$ cat src/rtl/xadc_pkg.sv
// Shared constants and FSM encoding for the XADC DRP sampler.
//   ADC_W       : width of one XADC conversion result
//   DRP_ADDR_W  : width of the DRP address bus
//   ADDR_VAUX5 / ADDR_VAUX12 : DRP status-register addresses of the aux inputs
//   state_t     : read sequencer states
package xadc_pkg;
    localparam int ADC_W      = 12;
    localparam int DRP_ADDR_W = 7;

    localparam logic [DRP_ADDR_W-1:0] ADDR_VAUX5  = 7'h15;
    localparam logic [DRP_ADDR_W-1:0] ADDR_VAUX12 = 7'h1C;

    typedef enum logic [1:0] {
        S_IDLE = 2'd0,
        S_REQ  = 2'd1,
        S_WAIT = 2'd2
    } state_t;
endpackage

$ cat src/rtl/xadc_block_avg.sv
// Block averager: sums 2^AVG_LOG2 captured samples of one channel and
// publishes the truncated mean with a one-cycle strobe.
// Ports:
//   CLK12M, rst   : clock, synchronous active-high reset
//   i_cap         : capture strobe, one value per pulse
//   i_val         : 12-bit conversion result
//   i_chan        : channel the value belongs to
//   o_avg         : last completed block average
//   o_avg_valid   : one-cycle strobe, o_avg updated this cycle
module xadc_block_avg
    import xadc_pkg::*;
#(
    parameter int AVG_LOG2 = 3
) (
    input  logic             CLK12M,
    input  logic             rst,
    input  logic             i_cap,
    input  logic [ADC_W-1:0] i_val,
    input  logic             i_chan,
    output logic [ADC_W-1:0] o_avg,
    output logic             o_avg_valid
);
    localparam int AW = ADC_W + AVG_LOG2;
    localparam int CW = AVG_LOG2 + 1;
    localparam logic [CW-1:0] LAST = CW'((1 << AVG_LOG2) - 1);

    logic [AW-1:0]    r_acc;
    logic [CW-1:0]    r_cnt;
    logic             r_blk_ch;
    logic [ADC_W-1:0] r_avg;
    logic             r_avg_valid;

    logic             w_flush;
    logic [AW-1:0]    w_acc_base;
    logic [AW-1:0]    w_acc_n;
    logic [CW-1:0]    w_cnt_base;

    // A sample from the other channel discards the partial block before
    // it is accumulated, so an average never mixes channels.
    assign w_flush    = (i_chan != r_blk_ch);
    assign w_acc_base = w_flush ? '0 : r_acc;
    assign w_cnt_base = w_flush ? '0 : r_cnt;
    assign w_acc_n    = w_acc_base + AW'(i_val);

    always_ff @(posedge CLK12M) begin
        if (rst) begin
            r_acc       <= '0;
            r_cnt       <= '0;
            r_blk_ch    <= 1'b0;
            r_avg       <= '0;
            r_avg_valid <= 1'b0;
        end else begin
            r_avg_valid <= 1'b0;
            if (i_cap) begin
                r_blk_ch <= i_chan;
                if (w_cnt_base == LAST) begin
                    r_avg       <= w_acc_n[AW-1 -: ADC_W];
                    r_avg_valid <= 1'b1;
                    r_acc       <= '0;
                    r_cnt       <= '0;
                end else begin
                    r_acc <= w_acc_n;
                    r_cnt <= w_cnt_base + 1'b1;
                end
            end
        end
    end

    assign o_avg       = r_avg;
    assign o_avg_valid = r_avg_valid;
endmodule

$ cat src/rtl/xadc_drp_sampler.sv
// XADC DRP read sequencer. Each end-of-conversion launches one DRP read of
// the selected aux channel, waits for drdy (bounded by TIMEOUT_CYC) and
// publishes the 12-bit result plus a block average.
// Ports:
//   CLK12M, rst         : clock, synchronous active-high reset
//   sel                 : 1 = vaux5, 0 = vaux12, sampled at read launch
//   eoc, drdy, do_in    : XADC end-of-conversion, DRP ready, DRP read data
//   den, dwe, di, daddr : DRP request (read-only: dwe/di tied low)
//   sample/sample_valid : last captured conversion and its strobe
//   avg/avg_valid       : last block average and its strobe
//   chan                : channel of sample/avg
//   overrun             : sticky, eoc arrived while a read was in flight
//   timeout_err         : sticky, drdy not seen in time
module xadc_drp_sampler
    import xadc_pkg::*;
#(
    parameter int                    AVG_LOG2    = 3,
    parameter int                    TIMEOUT_CYC = 64,
    parameter logic [DRP_ADDR_W-1:0] ADDR_CH_A   = ADDR_VAUX5,
    parameter logic [DRP_ADDR_W-1:0] ADDR_CH_B   = ADDR_VAUX12
) (
    input  logic                  CLK12M,
    input  logic                  rst,
    input  logic                  sel,
    input  logic                  eoc,
    input  logic                  drdy,
    input  logic [15:0]           do_in,
    output logic                  den,
    output logic                  dwe,
    output logic [15:0]           di,
    output logic [DRP_ADDR_W-1:0] daddr,
    output logic [ADC_W-1:0]      sample,
    output logic                  sample_valid,
    output logic [ADC_W-1:0]      avg,
    output logic                  avg_valid,
    output logic                  chan,
    output logic                  overrun,
    output logic                  timeout_err
);
    localparam logic [7:0] T_LAST = 8'(TIMEOUT_CYC - 1);

    state_t                r_state;
    logic                  r_den;
    logic [DRP_ADDR_W-1:0] r_daddr;
    logic                  r_chan_req;
    logic [7:0]            r_timer;
    logic [ADC_W-1:0]      r_sample;
    logic                  r_sample_valid;
    logic                  r_chan;
    logic                  r_overrun;
    logic                  r_timeout;

    logic                  w_cap;
    logic                  w_unused;

    assign w_cap    = (r_state == S_WAIT) && drdy;
    assign w_unused = ^do_in[3:0];

    always_ff @(posedge CLK12M) begin
        if (rst) begin
            r_state        <= S_IDLE;
            r_den          <= 1'b0;
            r_daddr        <= ADDR_CH_B;
            r_chan_req     <= 1'b0;
            r_timer        <= '0;
            r_sample       <= '0;
            r_sample_valid <= 1'b0;
            r_chan         <= 1'b0;
            r_overrun      <= 1'b0;
            r_timeout      <= 1'b0;
        end else begin
            r_den          <= 1'b0;
            r_sample_valid <= 1'b0;
            // Any eoc while a read is outstanding is dropped, never chained.
            if (eoc && r_state != S_IDLE)
                r_overrun <= 1'b1;
            case (r_state)
                S_IDLE: begin
                    if (eoc) begin
                        r_chan_req <= sel;
                        r_daddr    <= sel ? ADDR_CH_A : ADDR_CH_B;
                        r_den      <= 1'b1;   // high for the whole REQ cycle
                        r_state    <= S_REQ;
                    end
                end
                S_REQ: begin
                    r_timer <= '0;
                    r_state <= S_WAIT;
                end
                S_WAIT: begin
                    if (drdy) begin
                        r_sample       <= do_in[15:4];
                        r_chan         <= r_chan_req;
                        r_sample_valid <= 1'b1;
                        r_state        <= S_IDLE;
                    end else if (r_timer == T_LAST) begin
                        r_timeout <= 1'b1;
                        r_state   <= S_IDLE;
                    end else begin
                        r_timer <= r_timer + 8'd1;
                    end
                end
                default: r_state <= S_IDLE;
            endcase
        end
    end

    xadc_block_avg #(
        .AVG_LOG2 (AVG_LOG2)
    ) u_avg (
        .CLK12M      (CLK12M),
        .rst         (rst),
        .i_cap       (w_cap),
        .i_val       (do_in[15:4]),
        .i_chan      (r_chan_req),
        .o_avg       (avg),
        .o_avg_valid (avg_valid)
    );

    assign den          = r_den;
    assign dwe          = 1'b0;
    assign di           = '0;
    assign daddr        = r_daddr;
    assign sample       = r_sample;
    assign sample_valid = r_sample_valid;
    assign chan         = r_chan;
    assign overrun      = r_overrun;
    assign timeout_err  = r_timeout;
endmodule

$ cat config.mk
export PLATFORM = sky130hd
export DESIGN_NAME = xadc_drp_sampler
export DESIGN_NICKNAME = d
export VERILOG_FILES = /design/src/rtl/xadc_pkg.sv /design/src/rtl/xadc_block_avg.sv /design/src/rtl/xadc_drp_sampler.sv
export SDC_FILE = /design/constraint.sdc
export NUM_CORES = 1
export LEC_CHECK = 0
export CORE_MARGIN = 2
export CORE_UTILIZATION = 40
export DETAILED_ROUTE_END_ITERATION = 10
export HOLD_SLACK_MARGIN = 0.05
export PLACE_DENSITY = 0.66
export SLEW_MARGIN = 20
export SYNTH_ARGS = -nofsm -noshare
export SYNTH_HDL_FRONTEND = slang
export SYNTH_HIERARCHICAL = 1
export SYNTH_SLANG_ARGS = --single-unit
$ cat constraint.sdc
create_clock -name CLK12M -period 3.4 [get_ports CLK12M]
set_clock_uncertainty 0.1 [all_clocks]
set_input_delay 0.68 -clock CLK12M [delete_from_list [all_inputs] [get_ports CLK12M]]
set_output_delay 0.68 -clock CLK12M [all_outputs]
set_load 0.005 [all_outputs]
# After elaboration in Yosys (flattened, before gate mapping)
# Cells that the tools add are included.
[totals] word_cells=60 register_bits=68 in_bits=21
[op_classes] n_mux=15 n_eq_ne=9 bitwise_logic=4 reduce_logical=14 n_addsub=3
[op_table] operator="2-to-1 mux 15 bit" n=2
[op_table] operator="2-to-1 mux 8 bit" n=2
[op_table] operator="one-hot mux 8 bit (2 select lines)" n=1
[op_table] operator="adder 15 x 12 -> 15 bit" n=1
[op_table] operator="2-to-1 mux 4 bit" n=3
[op_table] operator="adder 8 x 1 -> 8 bit (second input constant)" n=1
[op_table] operator="== test 8 x 6 -> 1 bit (second input constant)" n=1
[op_table] operator="AND reduction 2 bit" n=4
[op_table] operator="2-to-1 mux 2 bit" n=3
[op_table] operator="!= test 2 bit (second input constant)" n=3
[op_table] operator="one-hot mux 2 bit (3 select lines)" n=1
[op_table] operator="AND reduction 3 bit" n=2
[op_table] operator="OR reduction 2 bit" n=3
[op_table] operator="adder 4 x 1 -> 4 bit (second input constant)" n=1
[op_table] operator="== test 4 x 3 -> 1 bit (second input constant)" n=1
[op_table] operator="inverter 1 bit" n=4
[op_table] operator="nonzero test 2 bit" n=2
[op_table] operator="2-to-1 mux 1 bit" n=3
[op_table] operator="!= test 3 x 2 -> 1 bit (second input constant)" n=1
[op_table] operator="== test 2 x 1 -> 1 bit (second input constant)" n=1
[op_table] operator="== test 2 bit (second input constant)" n=1
[op_table] operator="logical AND 1 bit" n=2
[op_table] operator="zero test 2 bit" n=1
[op_table] operator="!= test 1 bit" n=1

# Longest topological paths before layout
# Gate-level depths: netlist of run 1.
[logic_depth] ltp_word=4 depth_mapped=13

# Cells and area by module
# Netlist of run 1, hierarchy kept.
[by_module_without_submodules] mod="xadc_block_avg" area_each_um2=2014.4 cells_per_inst=240 n_inst=1
[by_module_without_submodules] mod="xadc_drp_sampler" area_each_um2=1403.8 cells_per_inst=172 n_inst=1

# Worst setup path before layout of run 1
# OpenSTA, ideal clock, no wires.
[synth_timing] path_type="register -> register" from="reg, netlist name daddr[0]" to="reg u_avg.r_avg[9] (netlist: u_avg/o_avg[9])" slack_ns=0.515 path_stages_with_launch=14 n_path_buf=2 required_time_ns=3.178 arrival_time_ns=2.663 synth_period_minus_slack_ns=2.885 path_cell_list="dfxtp_1 xnor2_1 buf_4 clkbuf_1 and2_1 ha_1 inv_1 fa_1 nor2b_1 o2111ai_1 a21oi_1 nor2_1 and4_1 a311o_1"
[synth_lines] item="end signal: assignment" line="xadc_block_avg.sv:57" text="r_avg <= w_acc_n[AW-1 -: ADC_W];"
[synth_lines] item="end: declaration" line="xadc_block_avg.sv:30" text="logic [ADC_W-1:0] r_avg;"

# Worst setup path in the final report of run 1
[layout_timing] from="in do_in[4]" to="reg u_avg.r_avg[9] (netlist: u_avg/o_avg[9])"
[layout_via] elab_chain_len=1
[layout_rtl] item="start: declaration" line="xadc_drp_sampler.sv:27" text="input logic [15:0] do_in,"
[layout_rtl] item="adder 15 x 12 -> 15 bit" line="xadc_block_avg.sv:43" text="assign w_acc_n = w_acc_base + AW'(i_val);"
# Every way passes these cells.
# A chain may end at the register's enable or synchronous reset.

==> results of run 1 <==
==> critical path: cells and delay by family <==
kind                       cells  cell delay, ns
buffers and inverters          2            0.55
AOI/OAI and AO/OA              3            0.65
and+or+nand+nor                3            0.52
adders and majority gates      2            0.58
==> where the power goes <==
group | internal (uW) | switching [uW] | total (uW)
clock network | 274 | 281 | 555
logic | 69.4 | 90.6 | 160
registers | 739 | 10.8 | 749
total | 1080 | 383 | 1460
==> worst min-delay path by stage <==
stage	end	slack, ns
detailed placement	u_avg/r_acc[10]$_SDFFE_PP0P_	0.33
floorplan	u_avg/r_acc[10]$_SDFFE_PP0P_	0.32
CTS	u_avg/r_acc[10]$_SDFFE_PP0P_	0.35
finish	u_avg/r_acc[10]$_SDFFE_PP0P_	0.35
global placement	u_avg/r_acc[10]$_SDFFE_PP0P_	0.33
global route	u_avg/r_acc[10]$_SDFFE_PP0P_	0.36
==> placed cells by master, fill, tap and decap left out, types with 2 or more instances in the layout <==
cell type | netlist | routed
a21oi_1 | 38 | 38
o21ai_0 | 9 | 9
clkinv_2 | 0 | 2
nand3_1 | 16 | 16
ha_1 | 14 | 14
a211oi_1 | 3 | 3
a31oi_1 | 5 | 5
a32oi_1 | 2 | 2
a21o_1 | 8 | 8
and2_1 | 16 | 16
nand3b_1 | 2 | 2
nand4_1 | 5 | 5
nor2b_1 | 10 | 10
xor2_1 | 2 | 2
conb_1 | 2 | 22
buf_4 | 24 | 6
inv_1 | 8 | 8
nor4_1 | 2 | 2
clkbuf_8 | 0 | 10
o211ai_1 | 2 | 2
nor3_1 | 4 | 4
clkbuf_1 | 11 | 2
nor3b_1 | 3 | 3
o21a_1 | 2 | 2
and3_1 | 4 | 4
mux2i_1 | 8 | 8
o211a_1 | 4 | 4
dfxtp_1 | 62 | 62
nor2_1 | 34 | 34
a22o_1 | 2 | 2
nand2b_1 | 7 | 7
clkdlybuf4s50_1 | 0 | 47
xnor2_1 | 8 | 8
o31ai_1 | 4 | 4
nand2_1 | 55 | 55
==> state kept, by name, summed over array words and instances (netlist names) <==
register	count
timeout_err	1
den	1
overrun	1
r_timer	8
sample	12
u_avg/o_avg	12
chan	1
u_avg/r_acc	15
u_avg/r_cnt	4
sample_valid	1
r_state	2
u_avg/r_blk_ch	1
daddr	2
u_avg/o_avg_valid	1
==> cells by family (layout without fill, tap and decap cells) <==
| group | after synthesis | count (layout) | share of synthesized area (%) |
|---|---|---|---|
| adders and majority gates | 15 | 15 | 5.710 |
| DFF | 62 | 62 | 36.31 |
| AOI/OAI and AO/OA | 95 | 95 | 18.78 |
| other | 2 | 22 | 0.2197 |
| muxes | 8 | 8 | 2.343 |
| xor gates and xnor gates | 11 | 11 | 3.038 |
| and+or+nand+nor | 171 | 171 | 25.22 |
| buffers and inverters | 48 | 76 | 8.382 |
==> through the flow <==
stage	instance area [sq um]	hold slack (ns)	setup slack, ns
2_1_floorplan	3493	0.3178	0.5155
3_3_place_gp	3889	0.3262	0.2304
3_5_place_dp	3889	0.3316	0.2190
4_1_cts	4044	0.3476	0.5750
5_1_grt	4044	0.3573	0.3308
6_report	4044	0.3472	0.5513
==> layout make-up <==
type / instances / area, sq um / area share (%)
clock buffers: 12 / 145.1 / 3.589
clock inverters: 2 / 10.01 / 0.2475
inverters: 8 / 30.03 / 0.7426
multi-input cells: 322 / 1966 / 48.61
flip-flops and latches: 62 / 1241 / 30.69
well taps: 105 / 131.4 / 3.249
repair buffers: 54 / 520.5 / 12.87
==> layer usage <==
layer  track usage [%]  vias up  wire, um
met1             22.90     1369      3650
met3             5.043       11       367
met4             6.925        0       120
met5                 0        -         0
li1                  -     1492         -
met2             29.34       72      3691
==> impl_results.html, run 1 <==
<table>
<tr><th>Metric</th><th>Value</th></tr>
<tr><th colspan="2">CTS</th></tr>
<tr><td>Gates resized, CTS repair</td><td>0</td></tr>
<tr><td>Number of buffers inserted for hold repair after clock tree synthesis</td><td>0</td></tr>
<tr><td>CTS tree</td><td>done</td></tr>
<tr><td>Root buf cell</td><td>clkbuf_8</td></tr>
<tr><td>Depth of the CTS H-tree</td><td>3</td></tr>
<tr><td>Number of buffers created by CTS</td><td>9</td></tr>
<tr><td>Clk sinks</td><td>62</td></tr>
<tr><td>Deepest clock path buffer count</td><td>2</td></tr>
<tr><td>Setup fix buffers added after clock tree synthesis</td><td>0</td></tr>
<tr><td>Clk Latency, worst-skew pair</td><td>0.35 ns</td></tr>
<tr><td>Clock-pin transition on the worst setup and hold timing paths</td><td>0.07 ns</td></tr>
<tr><th colspan="2">Timing</th></tr>
<tr><td>Final worst path period share</td><td>83.79%</td></tr>
<tr><td>Achievable frequency</td><td>351.0 MHz</td></tr>
<tr><td>Min Tclk post-route</td><td>2.849 ns</td></tr>
<tr><td>Setup repair after global routing missed its margin</td><td>no</td></tr>
<tr><td>Final hold viol count</td><td>0</td></tr>
<tr><td>Final setup violating endpoints</td><td>0</td></tr>
<tr><td>Setup TNS Final</td><td>0 ns</td></tr>
<tr><td>Total count of max-transition violations in the final report</td><td>0</td></tr>
<tr><td>Slew at the pin closest to its max-slew limit</td><td>0.6292 ns</td></tr>
<tr><td>Worst rel slew slack</td><td>58.05%</td></tr>
<tr><th colspan="2">Floorplanning</th></tr>
<tr><td>Initial cell density of the core</td><td>41.39%</td></tr>
<tr><td>Number of top-level pins</td><td>75</td></tr>
<tr><td>Area of the die</td><td>9301 sq um</td></tr>
<tr><td>Vertical extent of the die</td><td>96.44 um</td></tr>
<tr><td>Placeable Area</td><td>8258 sq um</td></tr>
<tr><td>Num rows</td><td>33</td></tr>
<tr><td>Width of the chip</td><td>96.44 um</td></tr>
<tr><th colspan="2">Synthesis</th></tr>
<tr><td>Portion of the post-synthesis area used by sequential elements</td><td>36.31%</td></tr>
<tr><td>Dominant register cell in the synthesized netlist</td><td>dfxtp_1</td></tr>
<tr><td>Mean Syn Cell Area</td><td>8.297 sq um</td></tr>
<tr><td>Total of warnings raised by yosys</td><td>6</td></tr>
<tr><td>Most frequent cells after synthesis</td><td>dfxtp_1, nand2_1, a21oi_1, nor2_1, buf_4</td></tr>
<tr><td>Number of flops mapped to enable cells by yosys</td><td>0</td></tr>
<tr><td>Library cells used by synthesis</td><td>66</td></tr>
<tr><td>Ys async rst share</td><td>0%</td></tr>
<tr><td>Cell types with the largest area share after synthesis</td><td>dfxtp_1, nand2_1, a21oi_1</td></tr>
<tr><td>Count leader, synth</td><td>dfxtp_1</td></tr>
<tr><td>Number of synthesized register bits</td><td>62</td></tr>
<tr><td>Mapped cell area</td><td>3418 sq um</td></tr>
<tr><td>Share of the synthesized area in the top cell type</td><td>36.31%</td></tr>
<tr><td>Mapped Cells</td><td>412</td></tr>
<tr><td>Most area-hungry cell type in the Yosys netlist</td><td>dfxtp_1</td></tr>
<tr><th colspan="2">Critical path</th></tr>
<tr><td>Top fanout value on the critical path</td><td>5</td></tr>
<tr><td>CP startpoint kind</td><td>input port</td></tr>
<tr><td>Capturing point of the worst reg2reg path</td><td>u_avg/o_avg[4]$_SDFFE_PP0P_</td></tr>
<tr><td>Reg2Reg Launch Point</td><td>u_avg/r_blk_ch$_SDFFE_PP0P_</td></tr>
<tr><td>Stage delay of the slowest cell on the critical path</td><td>0.49 ns</td></tr>
<tr><td>Crit-path cells</td><td>clkdlybuf4s50_1, ha_1, inv_1, fa_1, nor2b_1, o2111ai_1, a21oi_1, nor2_1, and4_1, a311o_1</td></tr>
<tr><td>Cell with the largest stage delay on the worst path</td><td>clkdlybuf4s50_1</td></tr>
<tr><td>Endpoint kind of the worst setup timing path</td><td>flip-flop</td></tr>
<tr><td>Cells on worst reg2reg path</td><td>10</td></tr>
<tr><td>Critical path type</td><td>in2reg</td></tr>
<tr><td>R2R Setup Slk</td><td>0.59 ns</td></tr>
<tr><td>Critical path arrival</td><td>2.99 ns</td></tr>
<tr><td>Last element of the critical path</td><td>u_avg/o_avg[9]$_SDFFE_PP0P_</td></tr>
<tr><td>Required @ worst endpoint</td><td>3.55 ns</td></tr>
<tr><td>Timing startpoint of the critical path</td><td>do_in[4]</td></tr>
<tr><th colspan="2">Routing</th></tr>
<tr><td>Number of DRC violations after detailed-routing iteration 0</td><td>134</td></tr>
<tr><td>Drc violations</td><td>0</td></tr>
<tr><td>Number of iterations in the first detailed-routing pass</td><td>4</td></tr>
<tr><td>Via Count</td><td>2,944</td></tr>
<tr><td>WL final</td><td>7831 um</td></tr>
<tr><td>Routed wirelength normalized by instance count</td><td>13.86 um</td></tr>
<tr><td>Ratio of routed vias to standard cells</td><td>5.211</td></tr>
<tr><td>Antenna violation net count after detailed routing</td><td>0</td></tr>
<tr><th colspan="2">Hold path</th></tr>
<tr><td>Min-delay src</td><td>u_avg/r_acc[10]$_SDFFE_PP0P_</td></tr>
<tr><td>Path type of the worst min-delay path</td><td>reg2reg</td></tr>
<tr><td>Number of cells on the worst hold path</td><td>1</td></tr>
<tr><th colspan="2">GRT</th></tr>
<tr><td>Total Routing Usage GR</td><td>18.10%</td></tr>
<tr><td>Number of global-route vias before repair</td><td>2,737</td></tr>
<tr><td>Number of antenna violations at the first check in global routing</td><td>0</td></tr>
<tr><td>Maximum number of pins on one net before global-route repair</td><td>34</td></tr>
<tr><td>Global-route wire length before repair</td><td>12,950 um</td></tr>
<tr><td>GRT overflow</td><td>0</td></tr>
<tr><th colspan="2">Power</th></tr>
<tr><td>Largest voltage drop on the vdd net</td><td>0.2118 mV</td></tr>
<tr><td>Total power consumption of the routed design</td><td>1465 uW</td></tr>
<tr><td>Pwr/cell area</td><td>362.2 nW/um^2</td></tr>
<tr><td>Static power due to leakage</td><td>0.001641 uW</td></tr>
<tr><th colspan="2">Outcome</th></tr>
<tr><td>Result of the run</td><td>complete, no violations</td></tr>
<tr><th colspan="2">Placement</th></tr>
<tr><td>Number of I/O port buffers</td><td>48</td></tr>
<tr><td>Detail Placement HPWL</td><td>5665 um</td></tr>
<tr><td>Dpl cells</td><td>551</td></tr>
<tr><td>RD Place Congestion</td><td>0.8254</td></tr>
<tr><th colspan="2">Layout</th></tr>
<tr><td># nets final</td><td>493</td></tr>
<tr><td>Filler Cells Inserted</td><td>832</td></tr>
<tr><td>Cell Count, Final, Fillers Out</td><td>565</td></tr>
<tr><td>Number of diodes added for antenna fixing</td><td>0</td></tr>
<tr><td>Finished Core Util</td><td>48.97%</td></tr>
<tr><td>Synthesis-to-layout area growth</td><td>18.30%</td></tr>
<tr><td>Fraction of layout instances using a drive strength above 1</td><td>6.957%</td></tr>
<tr><th colspan="2">Run</th></tr>
<tr><td>Total of max-cap violations</td><td>0</td></tr>
</table>
No activity file was read; power rests on OpenSTA's default activity.
==> run 2, diff against run 1 <==
- PLACE_DENSITY: 0.66 -> 0.68
- clock period: 3.4 -> 2.45 ns (I/O delays scaled with it)
==> impl_results.html, run 2 (synthesis results as in run 1) <==
<table>
<tr><th>Metric</th><th>Value</th></tr>
<tr><th colspan="2">Outcome</th></tr>
<tr><td>Result of the run</td><td>finished with violations</td></tr>
<tr><td>Failing checks</td><td>negative setup slack</td></tr>
<tr><th colspan="2">Power</th></tr>
<tr><td>Net switching fraction of the power</td><td>24.53%</td></tr>
<tr><td>Static power due to leakage</td><td>0.001897 uW</td></tr>
<tr><td>Power share of the sequential group</td><td>44.7%</td></tr>
<tr><td>Combinational power share</td><td>13.3%</td></tr>
<tr><td>Pwr/cell area</td><td>491.7 nW/um^2</td></tr>
<tr><td>Clock Power Share</td><td>42.0%</td></tr>
<tr><td>Internal power consumption</td><td>1748 uW</td></tr>
<tr><td>Switching power of the nets</td><td>568.2 uW</td></tr>
<tr><td>Largest voltage drop on the vdd net</td><td>0.2669 mV</td></tr>
<tr><th colspan="2">Timing</th></tr>
<tr><td>Achievable frequency</td><td>389.9 MHz</td></tr>
<tr><td>Setup TNS Final</td><td>-0.8919 ns</td></tr>
<tr><td>Worst Setup Slack, final</td><td>-0.1148 ns</td></tr>
<tr><td>Final worst path period share</td><td>104.7%</td></tr>
<tr><td>Worst hold slack after final layout</td><td>0.3539 ns</td></tr>
<tr><td>Total count of max-transition violations in the final report</td><td>0</td></tr>
<tr><td>Min Tclk post-route</td><td>2.565 ns</td></tr>
<tr><td>Final hold viol count</td><td>0</td></tr>
<tr><td>Final setup violating endpoints</td><td>15</td></tr>
<tr><td>Setup repair after global routing missed its margin</td><td>yes</td></tr>
<tr><th colspan="2">GRT</th></tr>
<tr><td>Maximum number of pins on one net before global-route repair</td><td>50</td></tr>
<tr><td>GRT overflow</td><td>0</td></tr>
<tr><td>Number of antenna violations at the first check in global routing</td><td>0</td></tr>
<tr><td>Total Routing Usage GR</td><td>19.48%</td></tr>
<tr><td>Global-route wire length before repair</td><td>14,100 um</td></tr>
<tr><td>Number of global-route vias before repair</td><td>3,001</td></tr>
<tr><th colspan="2">Critical path</th></tr>
<tr><td>Required @ worst endpoint</td><td>2.58 ns</td></tr>
<tr><td>R2R Setup Slk</td><td>-0.11 ns</td></tr>
<tr><td>Cells on worst reg2reg path</td><td>11</td></tr>
<tr><td>Critical path type</td><td>reg2reg</td></tr>
<tr><td>Capturing point of the worst reg2reg path</td><td>u_avg/o_avg[9]$_SDFFE_PP0P_</td></tr>
<tr><td>Top fanout value on the critical path</td><td>5</td></tr>
<tr><td>Cell with the largest stage delay on the worst path</td><td>dfxtp_4</td></tr>
<tr><td>Endpoint kind of the worst setup timing path</td><td>flip-flop</td></tr>
<tr><td>Gate family responsible for the most delay along the worst path</td><td>simple AND/OR/NAND/NOR gates</td></tr>
<tr><td>CP startpoint kind</td><td>flip-flop</td></tr>
<tr><td>Critical path arrival</td><td>2.70 ns</td></tr>
<tr><td>Stage delay of the slowest cell on the critical path</td><td>0.36 ns</td></tr>
<tr><td>Crit-path cells</td><td>xnor2_4, and2_4, ha_4, inv_2, fa_2, nor2b_4, o2111ai_4, a21oi_2, nor2_2, and4_1, a311o_1</td></tr>
<tr><td>Critical path buffers and inverters</td><td>1</td></tr>
<tr><td>Reg2Reg Launch Point</td><td>u_avg/r_blk_ch$_SDFFE_PP0P_</td></tr>
<tr><th colspan="2">CTS</th></tr>
<tr><td>CTS tree</td><td>done</td></tr>
<tr><td>Depth of the CTS H-tree</td><td>3</td></tr>
<tr><td>Root buf cell</td><td>clkbuf_8</td></tr>
<tr><td>Clock-pin transition on the worst setup and hold timing paths</td><td>0.07 ns</td></tr>
<tr><td>Deepest clock path buffer count</td><td>2</td></tr>
<tr><td>Number of buffers created by CTS</td><td>9</td></tr>
<tr><td>Clk Latency, worst-skew pair</td><td>0.34 ns</td></tr>
<tr><td>Clk sinks</td><td>62</td></tr>
<tr><th colspan="2">Placement</th></tr>
<tr><td>Number of I/O port buffers</td><td>48</td></tr>
<tr><td>Detail Placement HPWL</td><td>6038 um</td></tr>
<tr><td>Total placed instance area</td><td>4219 sq um</td></tr>
<tr><td>RD Place Congestion</td><td>0.8732</td></tr>
<tr><td>Dpl cells</td><td>582</td></tr>
<tr><th colspan="2">Layout</th></tr>
<tr><td>Most frequent cells in the layout</td><td>dfxtp_1, nand2_1, clkdlybuf4s50_1</td></tr>
<tr><td>Largest register by flop count</td><td>u_avg/r_acc</td></tr>
<tr><td>Final cell area excluding filler cells</td><td>4711 sq um</td></tr>
<tr><td>Finished Core Util</td><td>57.05%</td></tr>
<tr><td>Most common library cell in the layout ignoring fill and taps</td><td>dfxtp_1</td></tr>
<tr><td>Number of diodes added for antenna fixing</td><td>0</td></tr>
<tr><td>Fraction of layout instances using a drive strength above 1</td><td>23.25%</td></tr>
<tr><td>Cell Count, Final, Fillers Out</td><td>604</td></tr>
<tr><td>Number of flip-flops under the largest register name</td><td>15</td></tr>
<tr><td>Synthesis-to-layout area growth</td><td>37.81%</td></tr>
<tr><td>Filler Cells Inserted</td><td>737</td></tr>
<tr><td># nets final</td><td>530</td></tr>
<tr><th colspan="2">Routing</th></tr>
<tr><td>Top metal layer carrying routed signals</td><td>met4</td></tr>
<tr><td>Number of DRC violations after detailed-routing iteration 0</td><td>208</td></tr>
<tr><td>Drc violations</td><td>0</td></tr>
<tr><td>WL final</td><td>8670 um</td></tr>
<tr><td>Routed wl met2</td><td>4157 um</td></tr>
<tr><td>Routed wirelength normalized by instance count</td><td>14.35 um</td></tr>
<tr><td>Ratio of routed vias to standard cells</td><td>5.275</td></tr>
<tr><td>Antenna violation net count after detailed routing</td><td>0</td></tr>
<tr><td>Via Count</td><td>3,186</td></tr>
<tr><td>Met3 Wirelength</td><td>395 um</td></tr>
<tr><td>Number of iterations in the first detailed-routing pass</td><td>4</td></tr>
<tr><td>M1 WL</td><td>4023 um</td></tr>
<tr><th colspan="2">Run</th></tr>
<tr><td>Total of max-cap violations</td><td>0</td></tr>
<tr><th colspan="2">Floorplanning</th></tr>
<tr><td>Width of the chip</td><td>96.44 um</td></tr>
<tr><td>Area of the die</td><td>9301 sq um</td></tr>
<tr><td>Initial cell density of the core</td><td>41.39%</td></tr>
<tr><td>Num rows</td><td>33</td></tr>
<tr><td>Number of top-level pins</td><td>75</td></tr>
<tr><td>Placeable Area</td><td>8258 sq um</td></tr>
<tr><td>Vertical extent of the die</td><td>96.44 um</td></tr>
<tr><th colspan="2">Hold path</th></tr>
<tr><td>Capture endpoint of the worst hold path</td><td>u_avg/o_avg[4]$_SDFFE_PP0P_</td></tr>
<tr><td>Number of cells on the worst hold path</td><td>2</td></tr>
<tr><td>Min-delay src</td><td>u_avg/o_avg[4]$_SDFFE_PP0P_</td></tr>
<tr><td>Path type of the worst min-delay path</td><td>reg2reg</td></tr>
</table>
run 2: cell types whose count changed in the layout (fill, tap and decap cells not counted), sizes merged:
cell | before | now
buf | 7 | 44
bufinv | 0 | 1
clkbuf | 12 | 13
run 2: worst max-delay path by stage:
stage	cells past startpoint	start	slack, ns	to
after floorplan	13	u_avg/r_blk_ch$_SDFFE_PP0P_	-0.16	u_avg/o_avg[9]$_SDFFE_PP0P_
after global placement	10	do_in[4]	-0.41	u_avg/o_avg[9]$_SDFFE_PP0P_
after detailed placement	10	do_in[4]	-0.43	u_avg/o_avg[9]$_SDFFE_PP0P_
after CTS	9	daddr[0]$_SDFFE_PP0P_	-0.12	u_avg/r_acc[7]$_SDFFE_PP0P_
after global routing	11	u_avg/r_blk_ch$_SDFFE_PP0P_	-0.24	u_avg/o_avg[9]$_SDFFE_PP0P_
final	11	u_avg/r_blk_ch$_SDFFE_PP0P_	-0.11	u_avg/o_avg[9]$_SDFFE_PP0P_
run 2: area by class of cell:
| class | count | area (sq um) | share of cell area [%] |
|---|---|---|---|
| Clock buffer | 13 | 178.9 | 3.798 |
| Clock inverter | 3 | 40.04 | 0.8499 |
| Inverter | 8 | 30.03 | 0.6374 |
| Multi-Input combinational cell | 322 | 2262 | 48.02 |
| Sequential cell | 62 | 1249 | 26.51 |
| Tap cell | 105 | 131.4 | 2.789 |
| Timing Repair Buffer | 91 | 819.5 | 17.40 |
run 2: repair_timing:
action | in CTS | in global routing
resized for setup | 30 | 17
gates cloned | 1 | 0
pin swaps | 20 | 13
setup buffers | 3 | 2
hold buffers | 0 | 0
setup endpoints to repair | 17 | 23
run 2: stage by stage:
stage | power, uW | setup slack (ns)
3_3_place_gp | 1319 | -0.4087
4_1_cts | 2320 | -0.1152
3_5_place_dp | 1323 | -0.4295
5_1_grt | 2421 | -0.2355
6_report | 2316 | -0.1148
2_1_floorplan | 1232 | -0.1596
run 2: tightest hold or removal path: cells and delay by family (launching register included):
family,cells,cell delay [ns]
DFF,1,0.31
and+or+nand+nor,2,0.10
run 2: routing by layer:
metal,global-route usage [%],vias to the layer above
met2,32.06,79
met5,0,-
met3,4.422,10
li1,-,1576
met4,6.103,0
met1,25.38,1521
run 2: power groups by stage:
stage / logic, uW / registers (uW) / clock network [uW]
after detailed placement: 265 / 1060 / 0
after CTS: 293 / 1040 / 991
after floorplan: 175 / 1060 / 0
final: 308 / 1040 / 972
after global placement: 262 / 1060 / 0
after global routing: 339 / 1040 / 1040
==> run 3, diff against run 2 <==
- CORE_UTILIZATION: 40 -> 45
- PLACE_DENSITY: 0.68 -> 0.75
==> impl_results.html, run 3 (synthesis results as in run 1) <==
<table>
<tr><th>Metric</th><th>Value</th></tr>
<tr><th colspan="2">Power</th></tr>
<tr><td>Net switching fraction of the power</td><td>24.20%</td></tr>
<tr><td>Pwr/cell area</td><td>495.8 nW/um^2</td></tr>
<tr><td>Internal power consumption</td><td>1786 uW</td></tr>
<tr><td>Largest voltage drop on the vdd net</td><td>0.3179 mV</td></tr>
<tr><td>Switching power of the nets</td><td>570.1 uW</td></tr>
<tr><td>Static power due to leakage</td><td>0.001933 uW</td></tr>
<tr><td>Power share of the sequential group</td><td>44.1%</td></tr>
<tr><td>Combinational power share</td><td>13.1%</td></tr>
<tr><td>Total power consumption of the routed design</td><td>2356 uW</td></tr>
<tr><td>Clock Power Share</td><td>42.8%</td></tr>
<tr><th colspan="2">Outcome</th></tr>
<tr><td>Result of the run</td><td>finished with violations</td></tr>
<tr><td>Failing checks</td><td>negative setup slack</td></tr>
<tr><th colspan="2">Layout</th></tr>
<tr><td>Filler Cells Inserted</td><td>624</td></tr>
<tr><td>Number of flip-flops under the largest register name</td><td>15</td></tr>
<tr><td>Most frequent cells in the layout</td><td>dfxtp_1, nand2_1, clkdlybuf4s50_1</td></tr>
<tr><td>Register area</td><td>1249 sq um</td></tr>
<tr><td>Synthesis-to-layout area growth</td><td>39.02%</td></tr>
<tr><td>Most common library cell in the layout ignoring fill and taps</td><td>dfxtp_1</td></tr>
<tr><td>Largest register by flop count</td><td>u_avg/r_acc</td></tr>
<tr><td>Number of diodes added for antenna fixing</td><td>0</td></tr>
<tr><td>Multi-input logic area</td><td>2243 sq um</td></tr>
<tr><td>Fraction of layout instances using a drive strength above 1</td><td>21.83%</td></tr>
<tr><td># nets final</td><td>535</td></tr>
<tr><th colspan="2">Timing</th></tr>
<tr><td>Setup TNS Final</td><td>-0.6870 ns</td></tr>
<tr><td>Final setup violating endpoints</td><td>15</td></tr>
<tr><td>Final worst path period share</td><td>104.4%</td></tr>
<tr><td>Total count of max-transition violations in the final report</td><td>0</td></tr>
<tr><td>Worst Setup Slack, final</td><td>-0.1074 ns</td></tr>
<tr><td>Worst hold slack after final layout</td><td>0.3532 ns</td></tr>
<tr><td>Setup repair after global routing missed its margin</td><td>yes</td></tr>
<tr><td>Achievable frequency</td><td>391.0 MHz</td></tr>
<tr><td>Final hold viol count</td><td>0</td></tr>
<tr><td>Min Tclk post-route</td><td>2.557 ns</td></tr>
<tr><th colspan="2">Hold path</th></tr>
<tr><td>Path type of the worst min-delay path</td><td>reg2reg</td></tr>
<tr><td>Min-delay src</td><td>sample[11]$_SDFFE_PP0P_</td></tr>
<tr><td>Number of cells on the worst hold path</td><td>2</td></tr>
<tr><td>Capture endpoint of the worst hold path</td><td>sample[11]$_SDFFE_PP0P_</td></tr>
<tr><th colspan="2">Critical path</th></tr>
<tr><td>Cell with the largest stage delay on the worst path</td><td>dfxtp_4</td></tr>
<tr><td>Capturing point of the worst reg2reg path</td><td>u_avg/o_avg[11]$_SDFFE_PP0P_</td></tr>
<tr><td>Cells on worst reg2reg path</td><td>11</td></tr>
<tr><td>R2R Setup Slk</td><td>-0.11 ns</td></tr>
<tr><td>Required @ worst endpoint</td><td>2.61 ns</td></tr>
<tr><td>Critical path arrival</td><td>2.71 ns</td></tr>
<tr><td>Critical path type</td><td>reg2reg</td></tr>
<tr><td>CP startpoint kind</td><td>flip-flop</td></tr>
<tr><td>Top fanout value on the critical path</td><td>2</td></tr>
<tr><td>Stage delay of the slowest cell on the critical path</td><td>0.36 ns</td></tr>
<tr><td>Crit-path cells</td><td>xnor2_4, and2_4, ha_4, inv_2, fa_2, nor2b_4, o2111ai_4, a21oi_2, o211ai_1, xnor2_1, a211oi_1</td></tr>
<tr><td>Reg2Reg Launch Point</td><td>u_avg/r_blk_ch$_SDFFE_PP0P_</td></tr>
<tr><td>Endpoint kind of the worst setup timing path</td><td>flip-flop</td></tr>
<tr><th colspan="2">CTS</th></tr>
<tr><td>Clk Latency, worst-skew pair</td><td>0.34 ns</td></tr>
<tr><td>CTS tree</td><td>done</td></tr>
<tr><td>Depth of the CTS H-tree</td><td>3</td></tr>
<tr><td>Clock-pin transition on the worst setup and hold timing paths</td><td>0.07 ns</td></tr>
<tr><td>Number of buffers created by CTS</td><td>9</td></tr>
<tr><td>Number of buffers inserted for hold repair after clock tree synthesis</td><td>0</td></tr>
<tr><td>Clk sinks</td><td>62</td></tr>
<tr><td>Root buf cell</td><td>clkbuf_8</td></tr>
<tr><td>Deepest clock path buffer count</td><td>2</td></tr>
<tr><th colspan="2">Routing</th></tr>
<tr><td>Drc violations</td><td>0</td></tr>
<tr><td>Routed wirelength normalized by instance count</td><td>14.84 um</td></tr>
<tr><td>WL final</td><td>8949 um</td></tr>
<tr><td>Number of DRC violations after detailed-routing iteration 0</td><td>136</td></tr>
<tr><td>Via Count</td><td>3,188</td></tr>
<tr><td>Antenna violation net count after detailed routing</td><td>0</td></tr>
<tr><td>Ratio of routed vias to standard cells</td><td>5.287</td></tr>
<tr><td>Number of iterations in the first detailed-routing pass</td><td>5</td></tr>
<tr><th colspan="2">GRT</th></tr>
<tr><td>Total Routing Usage GR</td><td>21.32%</td></tr>
<tr><td>GRT overflow</td><td>0</td></tr>
<tr><td>Number of global-route vias before repair</td><td>3,067</td></tr>
<tr><td>Global-route wire length before repair</td><td>14,590 um</td></tr>
<tr><td>Number of antenna violations at the first check in global routing</td><td>0</td></tr>
<tr><td>Maximum number of pins on one net before global-route repair</td><td>27</td></tr>
<tr><th colspan="2">Floorplanning</th></tr>
<tr><td>Width of the chip</td><td>91.16 um</td></tr>
<tr><td>Initial cell density of the core</td><td>46.88%</td></tr>
<tr><td>Placeable Area</td><td>7292 sq um</td></tr>
<tr><td>Area of the die</td><td>8309 sq um</td></tr>
<tr><td>Number of top-level pins</td><td>75</td></tr>
<tr><td>Vertical extent of the die</td><td>91.16 um</td></tr>
<tr><td>Num rows</td><td>31</td></tr>
<tr><th colspan="2">Placement</th></tr>
<tr><td>Number of I/O port buffers</td><td>48</td></tr>
<tr><td>Detail Placement HPWL</td><td>6111 um</td></tr>
<tr><td>RD Place Congestion</td><td>0.8856</td></tr>
<tr><th colspan="2">Run</th></tr>
<tr><td>Total of max-cap violations</td><td>0</td></tr>
</table>
## run 3: what timing repair did
item	4_1_cts	5_1_grt
pin swaps	11	14
resized for setup	17	16
setup buffers	3	3
setup endpoints to repair	13	17
## run 3: worst max-delay path by stage
| stage | slack [ns] | to | startpoint | depth (start not counted) |
|---|---|---|---|---|
| 6_report | -0.11 | u_avg/o_avg[11]$_SDFFE_PP0P_ | u_avg/r_blk_ch$_SDFFE_PP0P_ | 11 |
| 5_1_grt | -0.17 | u_avg/o_avg[11]$_SDFFE_PP0P_ | u_avg/r_blk_ch$_SDFFE_PP0P_ | 11 |
| 4_1_cts | -0.05 | u_avg/r_acc[7]$_SDFFE_PP0P_ | u_avg/r_blk_ch$_SDFFE_PP0P_ | 11 |
| 3_5_place_dp | -0.43 | u_avg/o_avg[9]$_SDFFE_PP0P_ | do_in[4] | 10 |
| 3_3_place_gp | -0.41 | u_avg/o_avg[9]$_SDFFE_PP0P_ | do_in[4] | 10 |
| 2_1_floorplan | -0.16 | u_avg/o_avg[9]$_SDFFE_PP0P_ | u_avg/r_blk_ch$_SDFFE_PP0P_ | 13 |
## run 3: layer usage
layer,vias to the layer above,GRT usage (%),share of wire [%]
li1,1583,-,-
met2,74,36.05,49
met1,1517,27.66,46
met4,0,7.449,1.2
met3,14,3.237,4.2
met5,-,0,0
## run 3: layout make-up
class / instances / share of cell area, %
timing repair buffer: 96 / 18.46
clock inverter: 2 / 0.7372
clock buffer: 14 / 4.081
tap: 99 / 2.607
inverter: 8 / 0.6319
sequential: 62 / 26.28
multi-input combinational: 322 / 47.21
## run 3: critical path: cells and delay by family, from the launching register on
family	cells	cell delay [ns]
AOI/OAI and AO/OA	4	0.78
adders and majority gates	2	0.48
xor gates and xnor gates	2	0.38
DFF	1	0.36
and+or+nand+nor	2	0.35
buffers and inverters	1	0.03
## run 3: power by group through the flow
stage	sequential (uW)	clock, uW	combinational (uW)
6_report	1040	1010	308
3_5_place_dp	1060	0	269
2_1_floorplan	1060	0	175
3_3_place_gp	1060	0	264
4_1_cts	1040	1030	285
5_1_grt	1040	1080	335
## run 3: stage by stage
stage / instances / util (%) / area (sq um) / worst slack, ns
after global placement: 581 / 58.61 / 4274 / -0.4093
after floorplan: 432 / - / 3588 / -0.1596
final: 603 / 65.17 / 4752 / -0.1074
after global routing: 603 / 65.17 / 4752 / -0.1667
after CTS: 600 / 63.45 / 4627 / -0.05120
after detailed placement: 581 / 58.61 / 4274 / -0.4305
